<file path="src/rtl/cpu_control_sequencer_pkg.sv">
// ============================================================================
// cpu_isa_pkg : opcodes, ALU codes, step constants and IR field positions
// Rev 1.0
// ============================================================================
`default_nettype none

package cpu_isa_pkg;

  localparam logic [4:0] OP_LD   = 5'b00000;
  localparam logic [4:0] OP_LDI  = 5'b00001;
  localparam logic [4:0] OP_ST   = 5'b00010;
  localparam logic [4:0] OP_ADD  = 5'b00011;
  localparam logic [4:0] OP_SUB  = 5'b00100;
  localparam logic [4:0] OP_AND  = 5'b00101;
  localparam logic [4:0] OP_OR   = 5'b00110;
  localparam logic [4:0] OP_ADDI = 5'b01100;
  localparam logic [4:0] OP_ANDI = 5'b01101;
  localparam logic [4:0] OP_ORI  = 5'b01110;
  localparam logic [4:0] OP_NOP  = 5'b11010;
  localparam logic [4:0] OP_HALT = 5'b11011;

  localparam logic [3:0] ALU_ADD = 4'd0;
  localparam logic [3:0] ALU_SUB = 4'd1;
  localparam logic [3:0] ALU_AND = 4'd2;
  localparam logic [3:0] ALU_OR  = 4'd3;
  localparam logic [3:0] ALU_INC = 4'd4;

  localparam logic [3:0] T0 = 4'd0;
  localparam logic [3:0] T1 = 4'd1;
  localparam logic [3:0] T2 = 4'd2;
  localparam logic [3:0] T3 = 4'd3;
  localparam logic [3:0] T4 = 4'd4;
  localparam logic [3:0] T5 = 4'd5;
  localparam logic [3:0] T6 = 4'd6;
  localparam logic [3:0] T7 = 4'd7;
  localparam logic [3:0] T8 = 4'd8;
  localparam logic [3:0] T9 = 4'd9;

  localparam int OPC_MSB = 31;
  localparam int OPC_LSB = 27;
  localparam int RA_MSB  = 26;
  localparam int RA_LSB  = 23;
  localparam int RB_MSB  = 22;
  localparam int RB_LSB  = 19;
  localparam int RC_MSB  = 18;
  localparam int RC_LSB  = 15;

  typedef enum logic [2:0] {
    CLS_RR   = 3'd0,
    CLS_IMM  = 3'd1,
    CLS_LD   = 3'd2,
    CLS_ST   = 3'd3,
    CLS_NOP  = 3'd4,
    CLS_HALT = 3'd5,
    CLS_BAD  = 3'd6
  } op_class_e;

  function automatic op_class_e classify(input logic [4:0] op);
    case (op)
      OP_ADD, OP_SUB, OP_AND, OP_OR:     return CLS_RR;
      OP_ADDI, OP_ANDI, OP_ORI, OP_LDI:  return CLS_IMM;
      OP_LD:                             return CLS_LD;
      OP_ST:                             return CLS_ST;
      OP_NOP:                            return CLS_NOP;
      OP_HALT:                           return CLS_HALT;
      default:                           return CLS_BAD;
    endcase
  endfunction

  // Loads and stores form their effective address with ADD.
  function automatic logic [3:0] alu_for(input logic [4:0] op);
    case (op)
      OP_SUB:          return ALU_SUB;
      OP_AND, OP_ANDI: return ALU_AND;
      OP_OR,  OP_ORI:  return ALU_OR;
      default:         return ALU_ADD;
    endcase
  endfunction

endpackage

`default_nettype wire

</file>
<file path="src/rtl/cpu_control_sequencer_if.sv">
// ============================================================================
// cpu_control_sequencer_if : IR/stop inputs and datapath control strobes
// Rev 1.0
// ============================================================================
`default_nettype none

interface cpu_control_sequencer_if;
  logic [31:0] ir;
  logic        stop;
  logic        PCout, MDRout, Zlowout, Cout;
  logic        PCin, IRin, Yin, MARin, MDRin;
  logic        Read, enable;
  logic [3:0]  alu_op;
  logic [15:0] reg_in, reg_out;
  logic        running, illegal;

  modport master (
    input  ir, stop,
    output PCout, MDRout, Zlowout, Cout, PCin, IRin, Yin, MARin, MDRin,
           Read, enable, alu_op, reg_in, reg_out, running, illegal
  );

  modport slave (
    output ir, stop,
    input  PCout, MDRout, Zlowout, Cout, PCin, IRin, Yin, MARin, MDRin,
           Read, enable, alu_op, reg_in, reg_out, running, illegal
  );
endinterface

`default_nettype wire

</file>
<file path="src/rtl/cpu_control_sequencer_reg_field_decode.sv">
// ============================================================================
// reg_field_decode : turns the selected IR register field into one-hot enables
// Rev 1.0
// ============================================================================
`default_nettype none

module reg_field_decode
  import cpu_isa_pkg::*;
(
  input  logic [31:0] ir,
  input  logic        gra,
  input  logic        grb,
  input  logic        grc,
  input  logic        rin,
  input  logic        rout,
  output logic [15:0] reg_in,
  output logic [15:0] reg_out
);

  logic [3:0]  sel;
  logic [15:0] onehot;
  logic        unused_ir_bits;

  assign unused_ir_bits = ^{ir[OPC_MSB:OPC_LSB], ir[RC_LSB-1:0]};

  always_comb begin
    sel = 4'd0;
    if (gra)      sel = ir[RA_MSB:RA_LSB];
    else if (grb) sel = ir[RB_MSB:RB_LSB];
    else if (grc) sel = ir[RC_MSB:RC_LSB];
    onehot  = (gra | grb | grc) ? (16'd1 << sel) : 16'd0;
    reg_in  = rin  ? onehot : 16'd0;
    reg_out = rout ? onehot : 16'd0;
  end

endmodule

`default_nettype wire

</file>
<file path="src/rtl/cpu_control_sequencer.sv">
// ============================================================================
// cpu_control_sequencer : hardwired T0..T9 fetch/execute control unit
// Rev 1.0
// ============================================================================
`default_nettype none

module cpu_control_sequencer
  import cpu_isa_pkg::*;
#(
  parameter int         NSTEPS    = 10,
  parameter logic [3:0] PC_INC_OP = 4'd4
) (
  input  logic                     clock,
  input  logic                     clear,
  cpu_control_sequencer_if.master  bus
);

  logic [3:0] step_q, step_d;
  logic       halted_q, halted_d;

  logic       active;
  logic [4:0] op;
  op_class_e  cls;
  logic       last, go_halt;
  logic       pc_out, mdr_out, zlow_out, c_out;
  logic       pc_in, ir_in, y_in, mar_in, mdr_in, rd, en, bad;
  logic [3:0] alu;
  logic       gra, grb, grc, rin, rout;

  assign active = clear & ~halted_q;
  assign op     = bus.ir[OPC_MSB:OPC_LSB];
  assign cls    = classify(op);

  always_comb begin
    pc_out = 1'b0; mdr_out = 1'b0; zlow_out = 1'b0; c_out = 1'b0;
    pc_in  = 1'b0; ir_in   = 1'b0; y_in     = 1'b0; mar_in = 1'b0;
    mdr_in = 1'b0; rd      = 1'b0; en       = 1'b0; bad    = 1'b0;
    alu    = 4'd0;
    gra = 1'b0; grb = 1'b0; grc = 1'b0; rin = 1'b0; rout = 1'b0;
    last    = 1'b0;
    go_halt = 1'b0;

    case (step_q)
      T0: begin pc_out = 1'b1; mar_in = 1'b1; alu = PC_INC_OP; end
      T1: begin zlow_out = 1'b1; pc_in = 1'b1; end
      T2: begin rd = 1'b1; mdr_in = 1'b1; end
      T3: begin
        mdr_out = 1'b1; ir_in = 1'b1;
        if (cls == CLS_NOP || cls == CLS_BAD) last = 1'b1;
        if (cls == CLS_BAD) bad = 1'b1;
        if (cls == CLS_HALT) go_halt = 1'b1;
      end
      T4: begin grb = 1'b1; rout = 1'b1; y_in = 1'b1; end
      T5: begin
        alu = alu_for(op);
        if (cls == CLS_RR) begin grc = 1'b1; rout = 1'b1; end
        else c_out = 1'b1;
      end
      T6: begin
        zlow_out = 1'b1;
        if (cls == CLS_RR || cls == CLS_IMM) begin gra = 1'b1; rin = 1'b1; last = 1'b1; end
        else mar_in = 1'b1;
      end
      T7: if (cls == CLS_ST) begin gra = 1'b1; rout = 1'b1; mdr_in = 1'b1; end
      T8: begin
        if (cls == CLS_LD) begin rd = 1'b1; mdr_in = 1'b1; end
        if (cls == CLS_ST) begin en = 1'b1; last = 1'b1; end
      end
      T9: if (cls == CLS_LD) begin mdr_out = 1'b1; gra = 1'b1; rin = 1'b1; end
      default: ;
    endcase

    // Final step (or an out-of-range step) always returns to T0.
    if (step_q >= 4'(NSTEPS - 1)) last = 1'b1;

    step_d   = step_q;
    halted_d = halted_q;
    if (!halted_q) begin
      if (go_halt || (last && bus.stop)) begin
        halted_d = 1'b1;
        step_d   = T0;
      end else if (last) begin
        step_d = T0;
      end else begin
        step_d = step_q + 4'd1;
      end
    end
  end

  always_ff @(posedge clock) begin
    if (!clear) begin
      step_q   <= T0;
      halted_q <= 1'b0;
    end else begin
      step_q   <= step_d;
      halted_q <= halted_d;
    end
  end

  assign bus.PCout   = active & pc_out;
  assign bus.MDRout  = active & mdr_out;
  assign bus.Zlowout = active & zlow_out;
  assign bus.Cout    = active & c_out;
  assign bus.PCin    = active & pc_in;
  assign bus.IRin    = active & ir_in;
  assign bus.Yin     = active & y_in;
  assign bus.MARin   = active & mar_in;
  assign bus.MDRin   = active & mdr_in;
  assign bus.Read    = active & rd;
  assign bus.enable  = active & en;
  assign bus.alu_op  = active ? alu : 4'd0;
  assign bus.running = active;
  assign bus.illegal = active & bad;

  reg_field_decode u_reg_decode (
    .ir      (bus.ir),
    .gra     (gra),
    .grb     (grb),
    .grc     (grc),
    .rin     (rin & active),
    .rout    (rout & active),
    .reg_in  (bus.reg_in),
    .reg_out (bus.reg_out)
  );

endmodule

`default_nettype wire

</file>
<file path="src/flat_wrapper.sv">
// flat-port wrapper written by rule: the top's interface ports become plain ports
module cpu_control_sequencer_flat import cpu_isa_pkg::*;
#(
  parameter int         NSTEPS    = 10,
  parameter logic [3:0] PC_INC_OP = 4'd4
)
  (clock, clear, bus_ir, bus_stop, bus_PCout, bus_MDRout, bus_Zlowout, bus_Cout, bus_PCin, bus_IRin, bus_Yin, bus_MARin, bus_MDRin, bus_Read, bus_enable, bus_alu_op, bus_reg_in, bus_reg_out, bus_running, bus_illegal);
  cpu_control_sequencer_if bus_i ();
  input  logic clock;
  input  logic clear;
  input wire logic [$bits(bus_i.ir)-1:0] bus_ir;
  input wire logic [$bits(bus_i.stop)-1:0] bus_stop;
  output wire logic [$bits(bus_i.PCout)-1:0] bus_PCout;
  output wire logic [$bits(bus_i.MDRout)-1:0] bus_MDRout;
  output wire logic [$bits(bus_i.Zlowout)-1:0] bus_Zlowout;
  output wire logic [$bits(bus_i.Cout)-1:0] bus_Cout;
  output wire logic [$bits(bus_i.PCin)-1:0] bus_PCin;
  output wire logic [$bits(bus_i.IRin)-1:0] bus_IRin;
  output wire logic [$bits(bus_i.Yin)-1:0] bus_Yin;
  output wire logic [$bits(bus_i.MARin)-1:0] bus_MARin;
  output wire logic [$bits(bus_i.MDRin)-1:0] bus_MDRin;
  output wire logic [$bits(bus_i.Read)-1:0] bus_Read;
  output wire logic [$bits(bus_i.enable)-1:0] bus_enable;
  output wire logic [$bits(bus_i.alu_op)-1:0] bus_alu_op;
  output wire logic [$bits(bus_i.reg_in)-1:0] bus_reg_in;
  output wire logic [$bits(bus_i.reg_out)-1:0] bus_reg_out;
  output wire logic [$bits(bus_i.running)-1:0] bus_running;
  output wire logic [$bits(bus_i.illegal)-1:0] bus_illegal;
  assign bus_i.ir = bus_ir;
  assign bus_i.stop = bus_stop;
  assign bus_PCout = bus_i.PCout;
  assign bus_MDRout = bus_i.MDRout;
  assign bus_Zlowout = bus_i.Zlowout;
  assign bus_Cout = bus_i.Cout;
  assign bus_PCin = bus_i.PCin;
  assign bus_IRin = bus_i.IRin;
  assign bus_Yin = bus_i.Yin;
  assign bus_MARin = bus_i.MARin;
  assign bus_MDRin = bus_i.MDRin;
  assign bus_Read = bus_i.Read;
  assign bus_enable = bus_i.enable;
  assign bus_alu_op = bus_i.alu_op;
  assign bus_reg_in = bus_i.reg_in;
  assign bus_reg_out = bus_i.reg_out;
  assign bus_running = bus_i.running;
  assign bus_illegal = bus_i.illegal;
  cpu_control_sequencer #(.NSTEPS(NSTEPS), .PC_INC_OP(PC_INC_OP)) u_core (.clock(clock), .clear(clear), .bus(bus_i));
endmodule
</file>
<file path="config.mk">
export PLATFORM = sky130hd
export DESIGN_NAME = cpu_control_sequencer_flat
export DESIGN_NICKNAME = d
export VERILOG_FILES = /design/src/rtl/cpu_control_sequencer_pkg.sv /design/src/rtl/cpu_control_sequencer_if.sv /design/src/rtl/cpu_control_sequencer_reg_field_decode.sv /design/src/rtl/cpu_control_sequencer.sv /design/src/flat_wrapper.sv
export SDC_FILE = /design/constraint.sdc
export NUM_CORES = 1
export LEC_CHECK = 0
export CORE_ASPECT_RATIO = 0.75
export CORE_MARGIN = 8
export CORE_UTILIZATION = 41
export CTS_CLUSTER_SIZE = 40
export DETAILED_ROUTE_END_ITERATION = 12
export GPL_TIMING_DRIVEN = 1
export PLACE_DENSITY = 0.87
export SYNTH_ARGS = -nofsm -noshare
export SYNTH_HDL_FRONTEND = slang
export SYNTH_SLANG_ARGS = --single-unit
</file>
<file path="constraint.sdc">
create_clock -name clock -period 8.14 [get_ports clock]
set_input_delay 2.035 -clock clock [delete_from_list [all_inputs] [get_ports clock]]
set_output_delay 2.035 -clock clock [all_outputs]
set_load 0.02 [all_outputs]
</file>
=== Word-level counts from Yosys, hierarchy flattened ===
Memories as Yosys holds them, arrays and structs flattened.
Index checks and enable logic that the tools add are counted.

* Register bits: 5
* Input port bits: 35
* Word-level logic and storage cells: 94
* ROM bits: 96
* Output and inout port bits: 49
* Memories: 1

* Reduce and logical (&&, ||, !) cells: 9
* Add/sub/neg operators: 1
* Order comparisons: 1
* Shifts and indexed selects: 1
* Equal/unequal tests: 20
* Muxes and demuxes: 41
* Bitwise logic cells: 18

{| class="wikitable"
|+ Memories
! memory !! words !! bits a word !! rd ports !! clocked after memory_dff !! wr ports !! RTL line !! source
|-
| (name not given) || 32 || 3 || 1 || 0 || 0 || cpu_control_sequencer_pkg.sv:59 || <nowiki>case (op)</nowiki>
|}

{| class="wikitable"
|+ Operator list
! cell !! number
|-
| 2-to-1 mux 16 bit || 3
|-
| 2-to-1 mux 4 bit || 6
|-
| 2-to-1 mux 1 bit || 22
|-
| == test 4 x 3 -> 1 bit (second input constant) || 4
|-
| << shifter 1 x 4 -> 16 bit (first input constant) || 1
|-
| AND 1 bit || 15
|-
| == test 5 x 3 -> 1 bit (second input constant) || 3
|-
| case mux 1 bit (3 select lines) || 4
|-
| == test 5 x 4 -> 1 bit (second input constant) || 2
|-
| == test 3 bit (second input constant) || 3
|-
| == test 4 x 2 -> 1 bit (second input constant) || 2
|-
| == test 4 bit (second input constant) || 2
|-
| case mux 1 bit (2 select lines) || 4
|-
| case mux 4 bit (2 select lines) || 1
|-
| == test 3 x 2 -> 1 bit (second input constant) || 2
|-
| case mux 2 bit (3 select lines) || 1
|-
| OR reduction 2 bit || 3
|-
| adder 4 x 1 -> 4 bit (second input constant) || 1
|-
| == test 4 x 1 -> 1 bit (second input constant) || 1
|-
| >= comparator 4 bit (second input constant) || 1
|-
| zero test 4 bit || 1
|-
| == test 3 x 1 -> 1 bit (second input constant) || 1
|-
| zero test 3 bit || 1
|-
| logical OR 1 bit || 3
|-
| other kinds (3) || 4
|}

=== Longest topological paths before layout ===
An unclocked memory read counts as a cell.

* Depth after elaboration: 10
* Depth in mapped cells: 10
* Mapped depth without buffers: 8

=== By module ===
From an unflattened synthesis, not the netlist that was laid out.

* Cell total of the unflattened synthesis: 196
* Area total of the unflattened synthesis: 1392.6 um2

{| class="wikitable"
|+ Modules (own cells, without submodules)
! module !! seq. area each (um2) !! instances !! area each (um2) !! cells each
|-
| cpu_control_sequencer || 100.1 || 1 || 864.6 || 125
|-
| reg_field_decode || 0.0 || 1 || 528.0 || 71
|}

=== Least setup slack after synthesis ===
Ideal clock, no wire load.

* Path kind: input-to-output
* Start: in bus_ir[27]
* End: out bus_reg_out[10]
* Arrival: 4.304 ns
* Path buffers: 1
* Cell stages on the path: 9
* Setup slack: 1.801 ns
* Data required time: 6.105 ns
* Cell sequence: inv_1 > ha_1 > or4b_4 > a31oi_2 > o21ai_2 > a21o_1 > buf_6 > a211o_1 > nor3_1

* Cells in the longest elaborated chain, start to end: 10
* Elaborated cells on any way between the ends: 22
* Classes of those cells: eq/ne: 3; shift: 1; mux: 12; bitwise: 3; reduce/logical: 2; memory: 1

{| class="wikitable"
|+ Ends and longest elaborated chain
! what !! RTL line !! source
|-
| from (decl) || flat_wrapper.sv:11 || <nowiki>input wire logic [$bits(bus_i.ir)-1:0] bus_ir;</nowiki>
|-
| memory (32 x 3 bit) (*) || -- ||
|-
| zero test 3 bit || cpu_control_sequencer.sv:56, cpu_control_sequencer.sv:61 ||
|-
| 2-to-1 mux 1 bit || cpu_control_sequencer.sv:56 || <nowiki>if (cls == CLS_RR) begin grc = 1'b1; rout = 1'b1; end</nowiki>
|-
| 2-to-1 mux 1 bit || cpu_control_sequencer.sv:43 || <nowiki>case (step_q)</nowiki>
|-
| 2-to-1 mux 4 bit || cpu_control_sequencer_reg_field_decode.sv:30 || <nowiki>else if (grc) sel = ir[RC_MSB:RC_LSB];</nowiki>
|-
| 2-to-1 mux 4 bit || cpu_control_sequencer_reg_field_decode.sv:29 || <nowiki>else if (grb) sel = ir[RB_MSB:RB_LSB];</nowiki>
|-
| 2-to-1 mux 4 bit || cpu_control_sequencer_reg_field_decode.sv:28 || <nowiki>if (gra) sel = ir[RA_MSB:RA_LSB];</nowiki>
|-
| << shifter 1 x 4 -> 16 bit || cpu_control_sequencer_reg_field_decode.sv:31 || <nowiki>onehot = (gra | grb | grc) ? (16'd1 << sel) : 16'd0;</nowiki>
|-
| 2-to-1 mux 16 bit || cpu_control_sequencer_reg_field_decode.sv:31 ||
|-
| 2-to-1 mux 16 bit (*) || cpu_control_sequencer_reg_field_decode.sv:33 || <nowiki>reg_out = rout ? onehot : 16'd0;</nowiki>
|-
| to (decl) || flat_wrapper.sv:26 || <nowiki>output wire logic [$bits(bus_i.reg_out)-1:0] bus_reg_out;</nowiki>
|}

Mark *: on every way between the ends. The rest lies on a longest branch, timed or not.

=== Final worst setup path ===
* Start: in bus_ir[28]
* End: out bus_reg_out[11]

The elaborated chain is that of the path after synthesis.

==> impl_metrics.json <==
{
  "status": "completed",
  "post_synth_xor_area_fraction_pct": 0,
  "finalCriticalPeriod_ps": 7640,
  "r2r-end": "u_core.step_q[1]$_SDFFE_PN0N_",
  "htreeDepth": 1,
  "slew_headroom_pct": 48.8,
  "initial_utilization_pct": 42.3,
  "final_nets": 297,
  "worstHoldStart": "u_core.step_q[0]$_SDFFE_PN0N_",
  "cts_buffers": 3,
  "min_to": "u_core.step_q[0]$_SDFFE_PN0N_",
  "synth_compound_area_share_pct": 31.9,
  "antenna_cells": 0,
  "overflow": 0,
  "core_area_sq_um": 3270,
  "cts_tree": "yes",
  "async_flop_share_pct": 0,
  "place.gp.congestion": 0.808,
  "drive_above_1_share_pct": 6.77,
  "post-dp-hpwl_mm": 4.02,
  "rr_startpoint": "u_core.step_q[0]$_SDFFE_PN0N_",
  "worst_slew_pin_slew_ps": 748,
  "path_max_fanout": 6,
  "finalHoldViolations": 0,
  "muxShareOfSynthArea_pct": 2.18,
  "reg2reg_slack_ps": 5880,
  "ctsResizeCount": 0,
  "synth-seq-area-share_pct": 7.25,
  "die_w_microns": 83.0,
  "tns_ps": 0,
  "postSynthAreaPerCell_sq_um": 7.23,
  "max_cap_violations": 0,
  "post_cts_buffers": 0,
  "clk_pin_slew_worst_paths_ps": 30,
  "yosys.area_share.simple_pct": 40.5,
  "clk_latency_ps": 220,
  "arrival_ps": 5600,
  "final_util_pct": 63.7,
  "grt_pass1_vias": 1592,
  "ctsHoldBuffers": 0,
  "postRouteAntennaNets": 0,
  "rsz0062_at_grt": "no",
  "num_rows": 18,
  "clk_path_buf_depth": 2,
  "grt_max_degree": 16,
  "synth_cell_types": 56,
  "antenna_found_initial": 0,
  "yosysWarnings": 0,
  "grt_pass1_wl_mm": 7.96,
  "die-height_microns": 66.2,
  "drt_first_pass_iters": 4,
  "power_density_nw_per_um2": 76.9,
  "wl_mm": 4.91,
  "synthesis.area_sq_um": 1380,
  "drc": 0,
  "ir_worst_vdd_mv": 0.102,
  "via_per_inst": 5.98,
  "synth_ff_type": "dfxtp_1",
  "synthToLayoutAreaGrowth_pct": 50.8,
  "pin_count": 84,
  "period_share_pct": 93.8,
  "max_freq_ghz": 0.131,
  "hold_class": "flop to flop",
  "synth_cells": 191,
  "grtUsageTotal_pct": 16.8,
  "port_buffers": 67,
  "dr.first_iter.drc_count": 109,
  "synth_top_family_by_area": "simple AND/OR/NAND/NOR gates",
  "setup_violations": 0,
  "routedWlPerCell_microns": 16.9,
  "clock_sinks": 5,
  "path_class": "primary input to primary output",
  "worstPathRequired_ps": 6110,
  "start_kind": "primary input",
  "synth.net_count": 236,
  "clock_skew_ps": 1.40,
  "dr_total_vias": 1739,
  "dieArea_sq_um": 5500,
  "critPathCaptureType": "primary output",
  "cts_root_buf": "clkbuf_8",
  "synthAdderAreaFrac_pct": 9.07,
  "r2r_cells": 7,
  "holdPathStages": 2,
  "p_leak_uw": 0.000696,
  "synth-edff-count": 0,
  "ys_ff_latch": 5,
  "finalMaxSlewViolations": 0
}
[per-stage QoR]
stage / hold WS [ps] / worst slack (ps) / cells / total power [uW] / area, sq um
after global routing: 578 / 268 / 291 / 171 / 2080
after CTS: 522 / 549 / 291 / 161 / 2080
after global placement: 508 / 579 / 287 / 112 / 2040
after detailed placement: 516 / 548 / 287 / 114 / 2040
final: 525 / 502 / 291 / 160 / 2080
after floorplan: 483 / 1800 / 191 / 82.7 / 1380
[state kept, by name, indices dropped and copies added (netlist names)]
name / cells
u_core.halted_q: 1
u_core.step_q: 4
[power breakdown]
group	leakage (uW)	internal, uW	total [uW]	switching [uW]
sequential	0.0000409	27.0	31.0	4.04
combinational	0.000632	36.4	83.7	47.3
clock	0.0000228	33.6	45.2	11.6
total	0.000696	97.0	160	63.0
[area by class of cell]
class                      instances  area (sq um)
fill                             299          1180
multi-input combinational        161          1160
timing repair buffer              68           678
sequential                         5           100
tap                               40          50.0
inverter                          13          48.8
clock buffer                       4          45.0
[worst max-delay path by stage]
stage          startpoint              end  slack (ps)  cells past startpoint
2_1_floorplan  bus_ir[27]  bus_reg_out[10]        1800                      9
3_3_place_gp   bus_ir[28]   bus_reg_out[5]         580                     10
3_5_place_dp   bus_ir[28]  bus_reg_out[11]         550                     10
4_1_cts        bus_ir[28]  bus_reg_out[11]         550                     10
5_1_grt        bus_ir[28]   bus_reg_in[14]         270                     10
6_report       bus_ir[28]  bus_reg_out[11]         500                     10
[metal layers]
layer	global-route usage (%)	up-vias	share of wire (%)	wire length, microns
met5	0	-	0	0
met4	5.46	0	1.1	55
met3	2.59	4	5.7	281
met2	27.9	62	48	2340
met1	21.8	802	45	2230
li1	-	871	-	-
[cell usage after synthesis (all sizes together) (4+ instances only)]
master   count  area [sq um]
and2         5          31.3
nor2b        5          31.3
inv         13          48.8
nor3        37           190
a21oi        6          30.0
a22oi        5          51.3
dfxtp        5           100
a31oi        7          56.3
clkbuf       4          15.0
nor4         6          52.6
buf          8          57.6
nand2        9          33.8
nand3        6          35.0
nor2         7          26.3
a22o         4          35.0
nand2b       5          31.3
ha          10           125
a2111oi      5          43.8
[logic make-up (layout without fill, tap and decap cells)]
logic type / count (synthesis) / count (layout)
buffers and inverters: 25 / 85
AND/OR/NAND/NOR: 95 / 95
AO/OA/AOI/OAI: 52 / 52
adder cells (fa/ha/maj): 10 / 10
multiplexers: 3 / 3
flip-flops: 5 / 5
other: 1 / 1
[worst max-delay path: stages]
cell	delay (ps)
clkdlybuf4s50_1	550
inv_1	90
ha_1	290
or4b_4	470
a31oi_2	180
o21ai_2	130
a2111oi_0	710
a31oi_1	200
nor3_1	260
clkdlybuf4s50_1	680
[cell usage in the layout (no fill, tap or decap), types with 2 or more instances in the layout]
cell / instances
clkbuf_8: 3
nand3_1: 5
nor4_1: 5
ha_1: 10
a22oi_1: 4
a32oi_2: 2
a31oi_1: 5
nand3b_1: 3
dfxtp_1: 5
a31oi_2: 2
a211o_1: 3
a2111oi_0: 5
nand2_1: 9
nor2_1: 7
a22o_1: 4
o31ai_1: 3
inv_1: 13
nor2b_1: 5
nand4b_1: 3
a21oi_1: 6
and2_1: 5
nor3_1: 36
mux2i_1: 3
clkdlybuf4s50_1: 67
nand2b_1: 5
a21o_1: 3
No activity file was read; power rests on OpenSTA's default activity.
